`config.mk`:
```
export PLATFORM = sky130hd
export DESIGN_NAME = spi_multi_controller
export DESIGN_NICKNAME = d
export VERILOG_FILES = /design/src/rtl/spi_pkg.sv /design/src/rtl/spi_clock_gen.sv /design/src/rtl/spi_multi_controller.sv
export SDC_FILE = /design/constraint.sdc
export NUM_CORES = 1
export LEC_CHECK = 0
export BUFFER_PORTS_ARGS = -buffer_cell sky130_fd_sc_hd__buf_2
export CORE_MARGIN = 3
export CORE_UTILIZATION = 38
export CTS_CLUSTER_SIZE = 12
export DETAILED_ROUTE_END_ITERATION = 16
export PLACE_DENSITY = 0.58
export SLEW_MARGIN = 20
export SYNTH_ARGS = -nofsm -noshare
export SYNTH_HDL_FRONTEND = slang
export SYNTH_SLANG_ARGS = --single-unit
```
`constraint.sdc`:
```
create_clock -name i_clock -period 2.7 [get_ports i_clock]
set_clock_uncertainty 0.05 [all_clocks]
set_input_delay 0.135 -clock i_clock [delete_from_list [all_inputs] [get_ports i_clock]]
set_output_delay 0.135 -clock i_clock [all_outputs]
set_load 0.005 [all_outputs]
```
`src/rtl/spi_pkg.sv`:
```
// Shared definitions for the multi-target SPI controller: FSM encoding,
// chip-select index width helper and the divider clamp constant.
package spi_pkg;

   typedef enum logic [2:0] {
      ST_IDLE,
      ST_LEAD,
      ST_SHIFT,
      ST_TRAIL,
      ST_GAP,
      ST_RESP
   } spi_state_e;

   // A programmed divider of 0 behaves exactly like this value.
   localparam int DIV_MIN = 1;

   function automatic int cs_width(input int num_cs);
      return (num_cs <= 1) ? 1 : $clog2(num_cs);
   endfunction

endpackage

```
`src/rtl/spi_clock_gen.sv`:
```
// SCLK half-period generator: after start it emits 2*DATA_WIDTH edges spaced
// D clocks apart (the first D clocks after start), then one D-clock trail.
module spi_clock_gen #(
   parameter int DIVIDER_WIDTH = 8,
   parameter int NUM_EDGES     = 64
) (
   input  logic                     clock,
   input  logic                     reset_n,
   input  logic                     start,
   input  logic [DIVIDER_WIDTH-1:0] divider,
   input  logic                     cpol,
   output logic                     sclk,
   output logic                     lead_edge,
   output logic                     trail_edge,
   output logic                     last_edge,
   output logic                     done
);

   localparam int EW = $clog2(NUM_EDGES + 1);

   logic                     active_q;
   logic                     trail_q;
   logic                     cpol_q;
   logic                     sclk_q;
   logic [DIVIDER_WIDTH-1:0] div_q;
   logic [DIVIDER_WIDTH-1:0] cnt_q;
   logic [EW-1:0]            edges_q;
   logic                     tick;

   // Edge pulses are asserted in the cycle before the SCLK change becomes visible.
   assign tick       = active_q && (cnt_q == '0);
   assign lead_edge  = tick && !trail_q && (sclk_q == cpol_q);
   assign trail_edge = tick && !trail_q && (sclk_q != cpol_q);
   assign last_edge  = tick && !trail_q && (edges_q == EW'(1));
   assign done       = tick && trail_q;
   assign sclk       = sclk_q;

   always_ff @(posedge clock or negedge reset_n) begin
      if (!reset_n) begin
         active_q <= 1'b0;
         trail_q  <= 1'b0;
         cpol_q   <= 1'b0;
         sclk_q   <= 1'b0;
         div_q    <= '0;
         cnt_q    <= '0;
         edges_q  <= '0;
      end else if (start) begin
         active_q <= 1'b1;
         trail_q  <= 1'b0;
         cpol_q   <= cpol;
         sclk_q   <= cpol;
         div_q    <= divider;
         cnt_q    <= divider - DIVIDER_WIDTH'(1);
         edges_q  <= EW'(NUM_EDGES);
      end else if (active_q) begin
         if (cnt_q != '0) begin
            cnt_q <= cnt_q - DIVIDER_WIDTH'(1);
         end else begin
            cnt_q <= div_q - DIVIDER_WIDTH'(1);
            if (trail_q) begin
               active_q <= 1'b0;
            end else begin
               sclk_q  <= ~sclk_q;
               edges_q <= edges_q - EW'(1);
               if (edges_q == EW'(1)) trail_q <= 1'b1;
            end
         end
      end
   end

endmodule

```
`src/rtl/spi_multi_controller.sv`:
```
// Command/response SPI master driving one of NUM_CS chip selects per frame,
// with per-command clock mode and SCLK divider.
module spi_multi_controller
   import spi_pkg::*;
#(
   parameter int  NUM_CS        = 4,
   parameter int  DATA_WIDTH    = 32,
   parameter int  DIVIDER_WIDTH = 8,
   parameter int  GAP_CYCLES    = 2,
   localparam int CSW           = cs_width(NUM_CS)
) (
   input  logic                     i_clock,
   input  logic                     i_reset_n,
   input  logic                     i_cmd_valid,
   output logic                     o_cmd_ready,
   input  logic [CSW-1:0]           i_cmd_cs,
   input  logic                     i_cmd_cpol,
   input  logic                     i_cmd_cpha,
   input  logic [DIVIDER_WIDTH-1:0] i_cmd_divider,
   input  logic [DATA_WIDTH-1:0]    i_cmd_data,
   output logic                     o_rsp_valid,
   input  logic                     i_rsp_ready,
   output logic [DATA_WIDTH-1:0]    o_rsp_data,
   output logic                     o_rsp_err,
   output logic                     o_busy,
   output logic [NUM_CS-1:0]        o_spi_cs_n,
   output logic                     o_spi_clock,
   output logic                     o_spi_mosi,
   input  logic                     i_spi_miso
);

   localparam int GW = $clog2(GAP_CYCLES + 1);

   spi_state_e               state_q, state_d;
   logic                     armed_q;
   logic [CSW-1:0]           cs_q;
   logic                     cpha_q;
   logic                     err_q;
   logic [DATA_WIDTH-1:0]    tx_q;
   logic [DATA_WIDTH-1:0]    rx_q;
   logic                     mosi_q;
   logic [GW-1:0]            gap_q;
   logic [DIVIDER_WIDTH-1:0] div_eff;
   logic                     cmd_fire, cs_oob, frame_active;
   logic                     lead_edge, trail_edge, last_edge, done;
   logic                     shift_evt, sample_evt;

   assign o_cmd_ready  = armed_q && (state_q == ST_IDLE);
   assign cmd_fire     = i_cmd_valid && o_cmd_ready;
   assign cs_oob       = int'(i_cmd_cs) >= NUM_CS;
   assign div_eff      = (i_cmd_divider == '0) ? DIVIDER_WIDTH'(DIV_MIN) : i_cmd_divider;
   assign frame_active = (state_q == ST_LEAD) || (state_q == ST_SHIFT) || (state_q == ST_TRAIL);
   assign o_busy       = (state_q != ST_IDLE);
   assign o_rsp_valid  = (state_q == ST_RESP);
   assign o_rsp_data   = rx_q;
   assign o_rsp_err    = err_q;
   assign o_spi_mosi   = mosi_q;

   // cpha=0 presents the MSB at CS fall and advances on trailing edges (except the last);
   // cpha=1 advances on leading edges and samples on trailing ones.
   assign shift_evt  = cpha_q ? lead_edge : (trail_edge && !last_edge);
   assign sample_evt = cpha_q ? trail_edge : lead_edge;

   spi_clock_gen #(
      .DIVIDER_WIDTH (DIVIDER_WIDTH),
      .NUM_EDGES     (2 * DATA_WIDTH)
   ) u_clock_gen (
      .clock      (i_clock),
      .reset_n    (i_reset_n),
      .start      (cmd_fire),
      .divider    (div_eff),
      .cpol       (i_cmd_cpol),
      .sclk       (o_spi_clock),
      .lead_edge  (lead_edge),
      .trail_edge (trail_edge),
      .last_edge  (last_edge),
      .done       (done)
   );

   always_comb begin
      o_spi_cs_n = '1;
      if (frame_active && !err_q) begin
         for (int i = 0; i < NUM_CS; i++) begin
            if (cs_q == CSW'(i)) o_spi_cs_n[i] = 1'b0;
         end
      end
   end

   always_comb begin
      state_d = state_q;
      case (state_q)
         ST_IDLE:  if (cmd_fire)      state_d = ST_LEAD;
         ST_LEAD:  if (lead_edge)     state_d = ST_SHIFT;
         ST_SHIFT: if (last_edge)     state_d = ST_TRAIL;
         ST_TRAIL: if (done)          state_d = ST_GAP;
         ST_GAP:   if (gap_q == '0)   state_d = ST_RESP;
         ST_RESP:  if (i_rsp_ready)   state_d = ST_IDLE;
         default:                     state_d = ST_IDLE;
      endcase
   end

   always_ff @(posedge i_clock or negedge i_reset_n) begin
      if (!i_reset_n) begin
         state_q <= ST_IDLE;
         armed_q <= 1'b0;
         cs_q    <= '0;
         cpha_q  <= 1'b0;
         err_q   <= 1'b0;
         tx_q    <= '0;
         rx_q    <= '0;
         mosi_q  <= 1'b0;
         gap_q   <= '0;
      end else begin
         state_q <= state_d;
         armed_q <= 1'b1;
         if (cmd_fire) begin
            cs_q   <= i_cmd_cs;
            cpha_q <= i_cmd_cpha;
            err_q  <= cs_oob;
            tx_q   <= i_cmd_cpha ? i_cmd_data : {i_cmd_data[DATA_WIDTH-2:0], 1'b0};
            mosi_q <= i_cmd_cpha ? 1'b0 : i_cmd_data[DATA_WIDTH-1];
         end else begin
            if (shift_evt) begin
               mosi_q <= tx_q[DATA_WIDTH-1];
               tx_q   <= {tx_q[DATA_WIDTH-2:0], 1'b0};
            end
            if (sample_evt) rx_q <= {rx_q[DATA_WIDTH-2:0], i_spi_miso};
            if (done) gap_q <= GW'(GAP_CYCLES - 1);
            else if (state_q == ST_GAP && gap_q != '0) gap_q <= gap_q - GW'(1);
            if (state_q == ST_RESP && i_rsp_ready) mosi_q <= 1'b0;
         end
      end
   end

endmodule

```
=== After elaboration in Yosys (flattened, before gate mapping) ===
Cells that the tools add are included.

* Register bits after elaboration: 101
* Input bits: 49
* Output and inout port bits: 42
* Logic and storage cells: 117

* Add/sub/neg operators: 5
* Eq/ne operators: 19
* Muxes and demuxes: 44
* Bitwise gates (word level): 2
* Reductions and logical operators: 32

{| class="wikitable"
|+ Operators with widths
! operator !! number
|-
| two-way mux 32 bit || 3
|-
| two-way mux 8 bit || 4
|-
| two-way mux 7 bit || 4
|-
| subtractor 8 x 1 -> 8 bit (second input constant) || 3
|-
| two-way mux 1 bit || 23
|-
| two-way mux 3 bit || 6
|-
| case mux 3 bit (6 select lines) || 1
|-
| logical NOT 8 bit || 2
|-
| inequality test 2 bit (second input constant) || 7
|-
| logical AND 1 bit || 11
|-
| nonzero test 2 bit || 4
|-
| nonzero test 8 bit || 1
|-
| equality test 7 x 1 -> 1 bit (second input constant) || 1
|-
| subtractor 7 x 1 -> 7 bit (second input constant) || 1
|-
| equality test 3 x 2 -> 1 bit (second input constant) || 2
|-
| equality test 3 bit (second input constant) || 2
|-
| AND reduction 2 bit || 3
|-
| AND reduction 6 bit || 1
|-
| nonzero test 3 bit || 2
|-
| equality test 2 bit (second input constant) || 2
|-
| logical NOT 2 bit || 2
|-
| two-way mux 2 bit || 2
|-
| two-way mux 4 bit || 1
|-
| equality test 3 x 1 -> 1 bit (second input constant) || 1
|-
| 10 further kinds || 13
|}

=== Logic depth before layout (Yosys ltp) ===
* Depth after elaboration: 10
* Depth in mapped cells: 13
* Mapped depth without buffers: 11

=== By module ===
From an unflattened synthesis, not the netlist that was laid out.

* Cell total of the unflattened synthesis: 478
* Area, all modules: 5272.6 µm²

{| class="wikitable"
|+ By module, submodules not included
! module !! instances !! cells each !! area each (µm²) !! seq. area each (µm²)
|-
| spi_multi_controller || 1 || 327 || 3753.6 || 1851.8
|-
| spi_clock_gen || 1 || 151 || 1519.0 || 675.6
|}

=== Worst setup path before layout ===
No wires, ideal clock.

* Path type: reg-to-reg
* Start: reg state_q[1]
* End: reg u_clock_gen.cnt_q[6]
* Arrival: 2.232 ns
* Required time: 2.515 ns
* Slack: 0.283 ns
* Cell stages (with the launch flop): 14
* Period minus slack after synthesis: 2.417 ns
* Path through: dfrtp_1 -> buf_2 -> nor3_4 -> nand3_1 -> buf_2 -> buf_1 -> nand2_1 -> nand2_1 -> ha_1 -> nor4b_1 -> a31oi_1 -> nor4_1 -> xnor2_1 -> o21ai_0

* Longest elaborated chain between the ends: 4

{| class="wikitable"
|+ RTL lines
! element !! line !! source
|-
| from (decl) || spi_multi_controller.sv:34 || <nowiki>spi_state_e state_q, state_d;</nowiki>
|-
| from (signal assigned) || spi_multi_controller.sv:114 || <nowiki>state_q <= state_d;</nowiki>
|-
| logical NOT 3 bit (*) || spi_multi_controller.sv:48 || <nowiki>assign o_cmd_ready = armed_q && (state_q == ST_IDLE);</nowiki>
|-
| logical AND 1 bit (*) || spi_multi_controller.sv:48 ||
|-
| logical AND 1 bit (*) || spi_multi_controller.sv:49 || <nowiki>assign cmd_fire = i_cmd_valid && o_cmd_ready;</nowiki>
|-
| two-way mux 8 bit or nonzero test 2 bit (tied branches) || n/a ||
|-
| to (signal assigned) || spi_clock_gen.sv:53 || <nowiki>cnt_q <= divider - DIVIDER_WIDTH'(1);</nowiki>
|-
| to (signal assigned) || spi_clock_gen.sv:57 || <nowiki>cnt_q <= cnt_q - DIVIDER_WIDTH'(1);</nowiki>
|-
| to (signal assigned) || spi_clock_gen.sv:59 || <nowiki>cnt_q <= div_q - DIVIDER_WIDTH'(1);</nowiki>
|-
| to (decl) || spi_clock_gen.sv:26 || <nowiki>logic [DIVIDER_WIDTH-1:0] cnt_q;</nowiki>
|}

Every way passes the cells marked *; elsewhere a longest branch is shown, timed or not.
A chain may end at the register's enable or synchronous reset.

=== Final worst setup path ===
* Start: reg state_q[2]
* End: reg u_clock_gen.cnt_q[6]

The elaborated chain is that of the path after synthesis.

==> qor.yml <==
yosysTopAreaCellShare_pct: 50.5
cts.root.buffer_cell: "clkbuf_16"
htreeDepth: 3
crit_type: "flip-flop to flip-flop"
final_common_cell: "dfrtp_1"
clockBufferDepth: 2
die_h_microns: 121
period_needed_ps: 2430
synth.area.top_cells: "dfrtp_1 50%, mux2_2 7.2%, nand2_1 6.5%"
ys_types: 49
layout_setup_ws_ps: 266
place_ws_ps: 175
grt_usage_pct: 15.3
worstPathCellList: "nor3_4 > inv_2 > nor2_4 > nand2_1 > nand2_1 > ha_1 > nor4b_1 > a31oi_1 > nor4_2 > xnor2_1 > o21ai_0"
portBuffers: 89
tns_ps: 0
yosysSeqAreaShare_pct: 50.5
final-setup-viol-count: 0
grt_pass1_vias: 3833
dp_hpwl_microns: 7350
cts_num_sinks: 101
max_stage_delay_ps: 470
synth.avg_cell_area_sq_um: 9.80
ys.flop_type: "dfrtp_1"
wl_microns: 10800
cp.required_ps: 2840
synth_async_sr_flop_share_pct: 100
utilization_pct: 48.1
insertedDiodeCount: 0
wl_per_cell_microns: 13.7
drt_iter0_markers: 214
die-area_sq_um: 14600
gp_congestion: 0.896
ant_nets: 0
finalCritPeriodShare_pct: 90.1
synth.net_count: 564
area.sequential_sq_um: 2530
netlist_area_sq_um: 5010
rows: 41
vias_per_cell: 4.99
syn_inst: 511
final_nets: 659
area_growth_pct: 22.6
clk_pin_slew_ps: 70
drive_gt1_share_pct: 27.3
core_area_sq_um: 12800
tightestPinTransition_ps: 670
yosysWarnings: 0
worst_setup_path_end_kind: "flip-flop"
vdd_drop_max_mv: 0.359
num_vias: 3905
power.leakage_nw: 2.96
maxCapViolCount: 0
n_fill_cell: 1226
finalHoldViolations: 0
grt_max_degree: 102
startpoint_type: "flip-flop"
grt_pass1_wl_microns: 18200
drc: 0
cp.arrival_ps: 2570
relSlewSlack_pct: 55.1
start_util_pct: 39.2
die_w_microns: 121
cts_tree: "built"
powerDensity_nw_per_um2: 646
multiInputGateArea_sq_um: 2350
worstPathMaxFanout: 9
cp_slowest_cell: "dfrtp_1"
crit_path_frequent_cell: "nand2_1"
cts_made_buffers: 9
antenna_found_initial: 0
rsz0062_at_grt: "yes"
gr-total-overflow: 0
final_cell_mix: "101 x dfrtp_1, 88 x buf_2, 87 x nand2_1, 47 x nor2_1, 44 x a21oi_1"
hold_class: "input pin to flip-flop"
status: "completed"
yosysTopAreaCell: "dfrtp_1"
fmax_mhz: 411
synth_edf_count: 0
drtPass1Iterations: 4
clk_latency_ps: 350
report.final.slew_viol_count: 0
pin_count: 91
synth-seq-cells: 101
==> metrics by stage <==
stage                     cell area [sq um]  hold slack [ps]  power [mW]  instances
final                                  6140             15.0        3.97        783
after global routing                   6140             29.8        4.19        783
after CTS                              6100             2.72        3.98        780
after detailed placement               5700              198        2.60        754
after global placement                 5700              192        2.58        754
after floorplan                        5010             -211        2.33        511
==> power breakdown <==
group          switching, mW  internal (mW)
clock network          0.586          0.751
registers              0.171           1.65
logic                  0.441          0.366
total                   1.20           2.77
==> state kept, by name (all words and copies together), names as in the netlist, 2 cells and up <==
register	count
o_rsp_data	32
tx_q	32
u_clock_gen.cnt_q	8
u_clock_gen.div_q	8
u_clock_gen.edges_q	7
state_q	3
cs_q	2
gap_q	2
==> cell usage after synthesis, types with 2 or more instances <==
cell type,instances
ha_1,4
nor3_1,7
a21oi_1,44
o21ai_1,4
nor4_1,5
clkbuf_1,18
nand2b_1,2
nor3_2,2
nor2_1,47
buf_2,2
nand3b_1,2
and2_1,3
inv_1,7
and3_1,2
and3b_1,2
mux2i_1,31
mux2_2,32
xnor2_1,9
buf_4,5
buf_1,5
or2_2,2
xor2_1,4
a31oi_1,12
dfrtp_1,101
conb_1,2
o21ai_0,42
nand3_1,3
mux2_1,2
nor4_4,2
nor4b_1,3
nand2_1,87
==> worst paths after layout <==
check | startpoint | endpoint | slack (ps) | cells after the start
hold reg to reg | o_rsp_data[31] | o_rsp_data[31] | 430 | 1
hold / removal | i_cmd_data[31] | o_spi_mosi | 10 | 3
setup / recovery | state_q[2] | u_clock_gen.cnt_q[6] | 270 | 11
min in group asynchronous | i_reset_n | o_rsp_data[30] | 340 | 3
max in group asynchronous | i_reset_n | tx_q[11] | 1850 | 3
setup reg to reg | state_q[2] | u_clock_gen.cnt_q[6] | 270 | 11
==> final cells by class <==
| cell class | count | area share, % |
|---|---|---|
| Clock buffer | 10 | 3.89 |
| Clock inverter | 6 | 1.12 |
| Inverter | 8 | 0.489 |
| Multi-Input combinational cell | 372 | 38.2 |
| Sequential cell | 101 | 41.2 |
| Tap cell | 172 | 3.51 |
| Timing Repair Buffer | 114 | 11.6 |
==> kinds of logic (layout without fill, tap and decap cells) <==
group	Yosys count	in the layout	synth area share [%]
compound gates	111	111	12.0
buf+inv	38	138	3.27
xor+xnor	13	13	2.27
flops	101	101	50.5
simple gates	177	177	17.0
mux	65	65	13.8
other cells	2	2	0.150
fa+ha+maj	4	4	0.999
==> timing repair <==
item | in CTS | in global routing
hold endpoints to repair | 111 | 0
gates resized for setup | 0 | 2
hold buffers | 10 | 0
endpoints found under the setup margin | 0 | 1
buffers inserted | 0 | 3
==> per-layer routing <==
layer | GRT usage [%] | vias to the layer above | wire length [microns]
li1 | - | 1960 | -
met1 | 19.5 | 1864 | 5030
met2 | 25.5 | 73 | 5110
met3 | 4.72 | 8 | 521
met4 | 3.75 | 0 | 97
met5 | 0 | - | 0
==> critical path, delay by kind of cell, from the launching register on <==
kind / cells / cell delay [ps]
and+or+nand+nor: 6 / 1050
DFF: 1 / 470
AOI/OAI and AO/OA: 2 / 210
adders and majority gates: 1 / 200
buffers and inverters: 1 / 150
xor gates and xnor gates: 1 / 140
(Power assumes the default switching activity.)
